## config.mk

```make
export PLATFORM = sky130hd
export DESIGN_NAME = multicycle_control_flat
export DESIGN_NICKNAME = d
export VERILOG_FILES = /design/src/rtl/multicycle_control_if.sv /design/src/rtl/multicycle_control.sv /design/src/flat_wrapper.sv
export SDC_FILE = /design/constraint.sdc
export NUM_CORES = 1
export LEC_CHECK = 0
export CORE_AREA = 2 2 45 47
export CTS_BUF_LIST = sky130_fd_sc_hd__clkbuf_4
export CTS_CLUSTER_SIZE = 24
export DETAILED_ROUTE_END_ITERATION = 10
export DIE_AREA = 0 0 47 49
export GPL_ROUTABILITY_DRIVEN = 1
export PLACE_DENSITY_LB_ADDON = 0.05
export SLEW_MARGIN = 5
export SYNTH_ARGS = -nofsm -noshare
export SYNTH_HDL_FRONTEND = slang
export SYNTH_SLANG_ARGS = --single-unit
```

## constraint.sdc

```tcl
create_clock -name clk -period 1.3 [get_ports clk]
set_input_delay 0.195 -clock clk [delete_from_list [all_inputs] [get_ports clk]]
set_output_delay 0.195 -clock clk [all_outputs]
set_load 0.005 [all_outputs]
```

## src/rtl/multicycle_control_if.sv

```systemverilog
// Control bus between the multicycle RV32I control FSM (master) and its datapath (slave).
interface multicycle_control_if #(
  parameter int CONTROL_WIDTH = 3,
  parameter int OP_WIDTH      = 7
);
  logic [OP_WIDTH-1:0]      op;
  logic [2:0]               funct3;
  logic                     funct7b5;
  logic                     EQ;
  logic                     PCWrite;
  logic                     AdrSrc;
  logic                     MemWrite;
  logic                     IRWrite;
  logic [1:0]               ResultSrc;
  logic [1:0]               ALUSrcA;
  logic [1:0]               ALUSrcB;
  logic [2:0]               ImmSrc;
  logic [CONTROL_WIDTH-1:0] ALUControl;
  logic                     RegWrite;
  logic                     Retire;
  logic                     Illegal;

  modport master (
    input  op, funct3, funct7b5, EQ,
    output PCWrite, AdrSrc, MemWrite, IRWrite, ResultSrc, ALUSrcA, ALUSrcB,
           ImmSrc, ALUControl, RegWrite, Retire, Illegal
  );

  modport slave (
    output op, funct3, funct7b5, EQ,
    input  PCWrite, AdrSrc, MemWrite, IRWrite, ResultSrc, ALUSrcA, ALUSrcB,
           ImmSrc, ALUControl, RegWrite, Retire, Illegal
  );
endinterface

```

## src/rtl/multicycle_control.sv

```systemverilog
// Multicycle RV32I control FSM (lw/sw, R/I ALU ops, beq/bne, jal).
// ILLEGAL_TRAP_EN: when defined, an illegal decode parks the FSM in HALT until reset.
module multicycle_control #(
  parameter int CONTROL_WIDTH = 3,
  parameter int OP_WIDTH      = 7
) (
  input  logic                 clk,
  input  logic                 rst,
  multicycle_control_if.master ctl
);
  localparam logic [3:0] S_FETCH    = 4'd0;
  localparam logic [3:0] S_DECODE   = 4'd1;
  localparam logic [3:0] S_MEMADR   = 4'd2;
  localparam logic [3:0] S_MEMREAD  = 4'd3;
  localparam logic [3:0] S_MEMWB    = 4'd4;
  localparam logic [3:0] S_MEMWRITE = 4'd5;
  localparam logic [3:0] S_EXECR    = 4'd6;
  localparam logic [3:0] S_EXECI    = 4'd7;
  localparam logic [3:0] S_ALUWB    = 4'd8;
  localparam logic [3:0] S_BRANCH   = 4'd9;
  localparam logic [3:0] S_JAL      = 4'd10;
`ifdef ILLEGAL_TRAP_EN
  localparam logic [3:0] S_HALT     = 4'd11;
`endif

  localparam logic [CONTROL_WIDTH-1:0] ALU_ADD = CONTROL_WIDTH'(3'b000);
  localparam logic [CONTROL_WIDTH-1:0] ALU_SUB = CONTROL_WIDTH'(3'b001);
  localparam logic [CONTROL_WIDTH-1:0] ALU_AND = CONTROL_WIDTH'(3'b010);
  localparam logic [CONTROL_WIDTH-1:0] ALU_OR  = CONTROL_WIDTH'(3'b011);
  localparam logic [CONTROL_WIDTH-1:0] ALU_XOR = CONTROL_WIDTH'(3'b100);

  localparam logic [OP_WIDTH-1:0] OP_LOAD  = OP_WIDTH'(7'b0000011);
  localparam logic [OP_WIDTH-1:0] OP_STORE = OP_WIDTH'(7'b0100011);
  localparam logic [OP_WIDTH-1:0] OP_R     = OP_WIDTH'(7'b0110011);
  localparam logic [OP_WIDTH-1:0] OP_I     = OP_WIDTH'(7'b0010011);
  localparam logic [OP_WIDTH-1:0] OP_BR    = OP_WIDTH'(7'b1100011);
  localparam logic [OP_WIDTH-1:0] OP_JAL   = OP_WIDTH'(7'b1101111);

  logic [3:0]               state_q, state_d;
  logic                     pcw, adr, mw, irw, rw, ret, ill, legal;
  logic [1:0]               rs, sa, sb;
  logic [2:0]               imm;
  logic [CONTROL_WIDTH-1:0] alu;

  function automatic logic alu_f3_ok(input logic [2:0] f3);
    return (f3 == 3'b000) || (f3 == 3'b100) || (f3 == 3'b110) || (f3 == 3'b111);
  endfunction

  function automatic logic [CONTROL_WIDTH-1:0] alu_dec(input logic [2:0] f3, input logic sub);
    case (f3)
      3'b100:  return ALU_XOR;
      3'b110:  return ALU_OR;
      3'b111:  return ALU_AND;
      default: return sub ? ALU_SUB : ALU_ADD;
    endcase
  endfunction

  always_comb begin
    legal = 1'b0;
    case (ctl.op)
      OP_LOAD, OP_STORE: legal = (ctl.funct3 == 3'b010);
      OP_R:   legal = alu_f3_ok(ctl.funct3) && (!ctl.funct7b5 || ctl.funct3 == 3'b000);
      OP_I:   legal = alu_f3_ok(ctl.funct3);
      OP_BR:  legal = (ctl.funct3 == 3'b000) || (ctl.funct3 == 3'b001);
      OP_JAL: legal = 1'b1;
      default: legal = 1'b0;
    endcase
  end

  always_comb begin
    case (ctl.op)
      OP_STORE: imm = 3'b001;
      OP_BR:    imm = 3'b010;
      OP_JAL:   imm = 3'b011;
      default:  imm = 3'b000;
    endcase
  end

  always_comb begin
    state_d = S_FETCH;
    pcw = 1'b0; adr = 1'b0; mw = 1'b0; irw = 1'b0;
    rw  = 1'b0; ret = 1'b0; ill = 1'b0;
    rs  = 2'b00; sa = 2'b00; sb = 2'b00;
    alu = ALU_ADD;
    case (state_q)
      S_FETCH: begin
        irw = 1'b1; pcw = 1'b1; sb = 2'b10; rs = 2'b10;
        state_d = S_DECODE;
      end
      S_DECODE: begin
        sa = 2'b01; sb = 2'b01;
        if (!legal) begin
          ill = 1'b1;
`ifdef ILLEGAL_TRAP_EN
          state_d = S_HALT;
`else
          state_d = S_FETCH;
`endif
        end else begin
          case (ctl.op)
            OP_R:    state_d = S_EXECR;
            OP_I:    state_d = S_EXECI;
            OP_BR:   state_d = S_BRANCH;
            OP_JAL:  state_d = S_JAL;
            default: state_d = S_MEMADR;
          endcase
        end
      end
      S_MEMADR: begin
        sa = 2'b10; sb = 2'b01;
        state_d = (ctl.op == OP_LOAD) ? S_MEMREAD : S_MEMWRITE;
      end
      S_MEMREAD: begin
        adr = 1'b1;
        state_d = S_MEMWB;
      end
      S_MEMWB: begin
        rs = 2'b01; rw = 1'b1; ret = 1'b1;
      end
      S_MEMWRITE: begin
        adr = 1'b1; mw = 1'b1; ret = 1'b1;
      end
      S_EXECR: begin
        sa = 2'b10; alu = alu_dec(ctl.funct3, ctl.funct7b5);
        state_d = S_ALUWB;
      end
      S_EXECI: begin
        sa = 2'b10; sb = 2'b01; alu = alu_dec(ctl.funct3, 1'b0);
        state_d = S_ALUWB;
      end
      S_ALUWB: begin
        rw = 1'b1; ret = 1'b1;
      end
      S_BRANCH: begin
        sa = 2'b10; alu = ALU_SUB; ret = 1'b1;
        pcw = ctl.funct3[0] ? ~ctl.EQ : ctl.EQ;
      end
      S_JAL: begin
        sa = 2'b01; sb = 2'b10; pcw = 1'b1;
        state_d = S_ALUWB;
      end
`ifdef ILLEGAL_TRAP_EN
      S_HALT: begin
        ill = 1'b1;
        state_d = S_HALT;
      end
`endif
      default: state_d = S_FETCH;
    endcase
  end

  always_ff @(posedge clk) begin
    if (rst) state_q <= S_FETCH;
    else     state_q <= state_d;
  end

  // Enables are gated by reset so an abandoned instruction can never write.
  assign ctl.PCWrite    = pcw & ~rst;
  assign ctl.MemWrite   = mw  & ~rst;
  assign ctl.IRWrite    = irw & ~rst;
  assign ctl.RegWrite   = rw  & ~rst;
  assign ctl.Retire     = ret & ~rst;
  assign ctl.Illegal    = ill & ~rst;
  assign ctl.AdrSrc     = adr;
  assign ctl.ResultSrc  = rs;
  assign ctl.ALUSrcA    = sa;
  assign ctl.ALUSrcB    = sb;
  assign ctl.ImmSrc     = imm;
  assign ctl.ALUControl = alu;
endmodule

```

## src/flat_wrapper.sv

```systemverilog
// flat-port wrapper written by rule: the top's interface ports become plain ports
module multicycle_control_flat 
#(
  parameter int CONTROL_WIDTH = 3,
  parameter int OP_WIDTH      = 7
)
  (clk, rst, ctl_op, ctl_funct3, ctl_funct7b5, ctl_EQ, ctl_PCWrite, ctl_AdrSrc, ctl_MemWrite, ctl_IRWrite, ctl_ResultSrc, ctl_ALUSrcA, ctl_ALUSrcB, ctl_ImmSrc, ctl_ALUControl, ctl_RegWrite, ctl_Retire, ctl_Illegal);
  multicycle_control_if #(.CONTROL_WIDTH(CONTROL_WIDTH), .OP_WIDTH(OP_WIDTH)) ctl_i ();
  input  logic clk;
  input  logic rst;
  input wire logic [$bits(ctl_i.op)-1:0] ctl_op;
  input wire logic [$bits(ctl_i.funct3)-1:0] ctl_funct3;
  input wire logic [$bits(ctl_i.funct7b5)-1:0] ctl_funct7b5;
  input wire logic [$bits(ctl_i.EQ)-1:0] ctl_EQ;
  output wire logic [$bits(ctl_i.PCWrite)-1:0] ctl_PCWrite;
  output wire logic [$bits(ctl_i.AdrSrc)-1:0] ctl_AdrSrc;
  output wire logic [$bits(ctl_i.MemWrite)-1:0] ctl_MemWrite;
  output wire logic [$bits(ctl_i.IRWrite)-1:0] ctl_IRWrite;
  output wire logic [$bits(ctl_i.ResultSrc)-1:0] ctl_ResultSrc;
  output wire logic [$bits(ctl_i.ALUSrcA)-1:0] ctl_ALUSrcA;
  output wire logic [$bits(ctl_i.ALUSrcB)-1:0] ctl_ALUSrcB;
  output wire logic [$bits(ctl_i.ImmSrc)-1:0] ctl_ImmSrc;
  output wire logic [$bits(ctl_i.ALUControl)-1:0] ctl_ALUControl;
  output wire logic [$bits(ctl_i.RegWrite)-1:0] ctl_RegWrite;
  output wire logic [$bits(ctl_i.Retire)-1:0] ctl_Retire;
  output wire logic [$bits(ctl_i.Illegal)-1:0] ctl_Illegal;
  assign ctl_i.op = ctl_op;
  assign ctl_i.funct3 = ctl_funct3;
  assign ctl_i.funct7b5 = ctl_funct7b5;
  assign ctl_i.EQ = ctl_EQ;
  assign ctl_PCWrite = ctl_i.PCWrite;
  assign ctl_AdrSrc = ctl_i.AdrSrc;
  assign ctl_MemWrite = ctl_i.MemWrite;
  assign ctl_IRWrite = ctl_i.IRWrite;
  assign ctl_ResultSrc = ctl_i.ResultSrc;
  assign ctl_ALUSrcA = ctl_i.ALUSrcA;
  assign ctl_ALUSrcB = ctl_i.ALUSrcB;
  assign ctl_ImmSrc = ctl_i.ImmSrc;
  assign ctl_ALUControl = ctl_i.ALUControl;
  assign ctl_RegWrite = ctl_i.RegWrite;
  assign ctl_Retire = ctl_i.Retire;
  assign ctl_Illegal = ctl_i.Illegal;
  multicycle_control #(.CONTROL_WIDTH(CONTROL_WIDTH), .OP_WIDTH(OP_WIDTH)) u_core (.clk(clk), .rst(rst), .ctl(ctl_i));
endmodule
```

==> metrics.txt, run 1 <==
Internal roughly 360 uW; IO Count 33; FMAX 623.2 MHz; initial antenna violation count 0; Final Max Slew Viols 0; Crit Path Category reg -> out; syn_nets 103; global-route wire length before repair 4084 um; # hold bufs at CTS 0; DRC Markers 0; Congestion Overflow GR 0; most common cell after layout, fill and taps aside buf_4; switching power total 187.0 uW; Max stage delay cell, worst path or4_4; Pleak slightly below 0.0007 uW; final hold violations 0; largest stage delay on the critical path around 0.43 ns; FF/Latch Area between 90 and 100 um^2; final wirelength 3158 um; CTS buffer count 3; hold path depth 3; Power Dens Cells about 360 nW/um^2; H-tree Lvls 1; RSZ-0062 raised after global routing yes; number of port buffers 31; Cell variety after synth 33; Clock Root Buffer clkbuf_4; sw frac about a third; Die Height 49 um; CTS Buffer Depth 2; WP buf/inv 1; CTS tree done; status finished with violations; worst-path cell chain nand2b_4 -> or4_4 -> nor2b_1 -> buf_2; Worst Path Arrival 1.41 ns; Syn. warnings 0; final-report setup violation count 20; DIE WIDTH 47 um; largest reg by FF count u_core.state_q; WL/cell approximately 16 um; worst vdd ir 0.3869 mV; CTS clk-pin slew, worst paths 0.04 ns; initial core utilization 32.00%; failing checks setup timing; register area share after synthesis 13.59%; Total GRT Usage 23.56%; sequential power share 23.5%; mean post-synth cell area 6.622 um^2; crit end category primary output; R2R Path Start u_core.state_q[1]; Multi-input gate area 685.7 um^2; area grow syn2layout 157.3%; WP data required between 1 and 1.5 ns; first drt pass iteration count 4; Core Box Area 1842 um^2; crit-path leading delay family simple AND/OR/NAND/NOR gates; power share of the combinational group 46.2%; routed via count 1,021; # clock sinks 4; FF-to-FF path depth 4; largest registers u_core.state_q (4); Final Non-Filler Cells 197; post-DP HPWL 1522 um; HP Start ctl_op[3]; Worst R2R End u_core.state_q[1]; Fin Clk Skew 0.004154 ns; Crit Path Max Fanout 3; Synth Register Bits 4; Final period util 123.4%; worst hold endpoint u_core.state_q[0]; post-route minimum period 1.605 ns; row count 16; Iteration-0 DRC Markers 14; Setup WS pre-CTS -0.8920 ns; reg-to-reg slack, setup -0.14 ns; Placed Cells approximately 170; Max Cap Viol 0; layout cell share with drive strength beyond 1 72.94%; worst skew pair latency 0.24 ns; largest net degree at the start of global routing 7; die area between 2000 and 2500 um^2; hold_ws between 0.3 and 0.4 ns; Antenna Cells 0; Syn Inst Count 89; most frequent cells in the layout buf_4, buf_2, buf_6, nor2_1, nor3_2; CP startpoint kind flip-flop; Final Net Count 186; Hold/Removal Path Class in -> reg; power share of the clock group between 30% and 40%; Placer Congestion approximately 0.77; max reg flops 4; mapped cell area a little under 600 um^2; fillcell total 126; Post-DRT Antenna Nets 0; setup ws final -0.3045 ns; vias per cell 5.183; vias in the first global route 975
[timing repair]
item	CTS	global route
pin swaps	24	13
resized for setup	155	20
setup buffers	20	3
endpoints found under the setup margin	22	22
cloned	2	0
[cells in the mapped netlist]
| cell type | n | share of area, % |
|---|---|---|
| xor2_1 | 2 | 3.0 |
| nand3b_1 | 1 | 1.3 |
| nor2_2 | 1 | 1.1 |
| inv_2 | 1 | 0.64 |
| inv_1 | 1 | 0.64 |
| nor3_1 | 8 | 6.8 |
| nor2_1 | 11 | 7.0 |
| conb_1 | 1 | 0.64 |
| nand2b_1 | 4 | 4.2 |
| buf_4 | 1 | 1.3 |
| or4_4 | 1 | 1.9 |
| xnor2_1 | 3 | 4.5 |
| nand2_1 | 6 | 3.8 |
| o21ai_0 | 2 | 1.7 |
| or3b_2 | 1 | 1.5 |
| a21oi_4 | 1 | 2.8 |
| o32ai_2 | 1 | 2.8 |
| nor3b_1 | 3 | 3.8 |
| clkbuf_1 | 4 | 2.5 |
| or4_1 | 3 | 3.8 |
| dfxtp_1 | 4 | 14 |
| nor3_2 | 1 | 1.7 |
| nand3_1 | 6 | 5.1 |
| and2_1 | 1 | 1.1 |
| o22ai_1 | 2 | 2.1 |
| o31ai_2 | 1 | 2.1 |
| a21oi_1 | 5 | 4.2 |
| a31oi_1 | 1 | 1.1 |
| nor2b_1 | 5 | 5.3 |
| and3_1 | 2 | 2.1 |
| nor4_1 | 3 | 3.2 |
| o2111ai_1 | 1 | 1.5 |
| o31ai_1 | 1 | 1.3 |
[logic make-up (layout without fill, tap and decap cells)]
family,Yosys count,count (layout),synth area share [%]
AO/OA/AOI/OAI,15,15,19.53
flip-flops,4,4,13.59
other,1,1,0.6363
AND/OR/NAND/NOR,57,57,53.72
buffers and inverters,7,88,5.094
XOR/XNOR,5,5,7.432
[per-stage QoR]
stage	util [%]	TNS, ns	cell area, um^2	total power, uW
2_1_floorplan	-	0	593.1	199.2
3_3_place_gp	61.48	-9.724	1132	346.0
3_5_place_dp	61.48	-9.870	1132	348.6
4_1_cts	77.31	-2.636	1424	525.3
5_1_grt	82.34	-4.267	1516	573.7
6_report	82.34	-3.191	1516	546.0
[final cells by class]
type	count	share of cell area, %
flip-flops and latches	4	5.941
inverters	2	0.4951
well taps	27	2.228
repair buffers	83	44.64
clock buffers	3	1.485
multi-input cells	78	45.21
[how the worst max path moves through the flow]
stage / start / to / slack, ns / cells past startpoint
floorplan: u_core.state_q[1] / ctl_ALUControl[0] / 0.03 / 4
global placement: ctl_funct3[1] / ctl_Illegal / -0.88 / 7
detailed placement: ctl_funct3[1] / ctl_Illegal / -0.89 / 7
CTS: u_core.state_q[1] / ctl_Illegal / -0.27 / 4
global route: u_core.state_q[1] / ctl_Illegal / -0.36 / 4
finish: u_core.state_q[1] / ctl_Illegal / -0.30 / 4
[power by group through the flow]
| stage | clock network (uW) | registers, uW | logic [uW] |
|---|---|---|---|
| 5_1_grt | 179 | 128 | 267 |
| 3_3_place_gp | 0 | 129 | 217 |
| 6_report | 165 | 128 | 253 |
| 3_5_place_dp | 0 | 129 | 220 |
| 4_1_cts | 167 | 129 | 228 |
| 2_1_floorplan | 0 | 130 | 69.2 |
[metal layers]
metal | routed length [um] | global-route usage, %
met3 | 101 | 3.333
met1 | 1272 | 27.80
met4 | 101 | 4.167
met2 | 1682 | 43.15
met5 | 0 | 0
[worst reg2reg max path, stage by stage, from the launching register on]
cell	delay [ns]
dfxtp_2	0.33
nand2b_4	0.14
or4_4	0.43
buf_4	0.17
o32ai_2	0.26
Power figures use the tool's default switching activity.
==> run 2: changes to the inputs <==
Settings changed: CAP_MARGIN set to 10, HOLD_SLACK_MARGIN set to 0.02.
==> results of run 2 <==
Same layout as run 1: the final DEF is identical, and so are final timing and power.
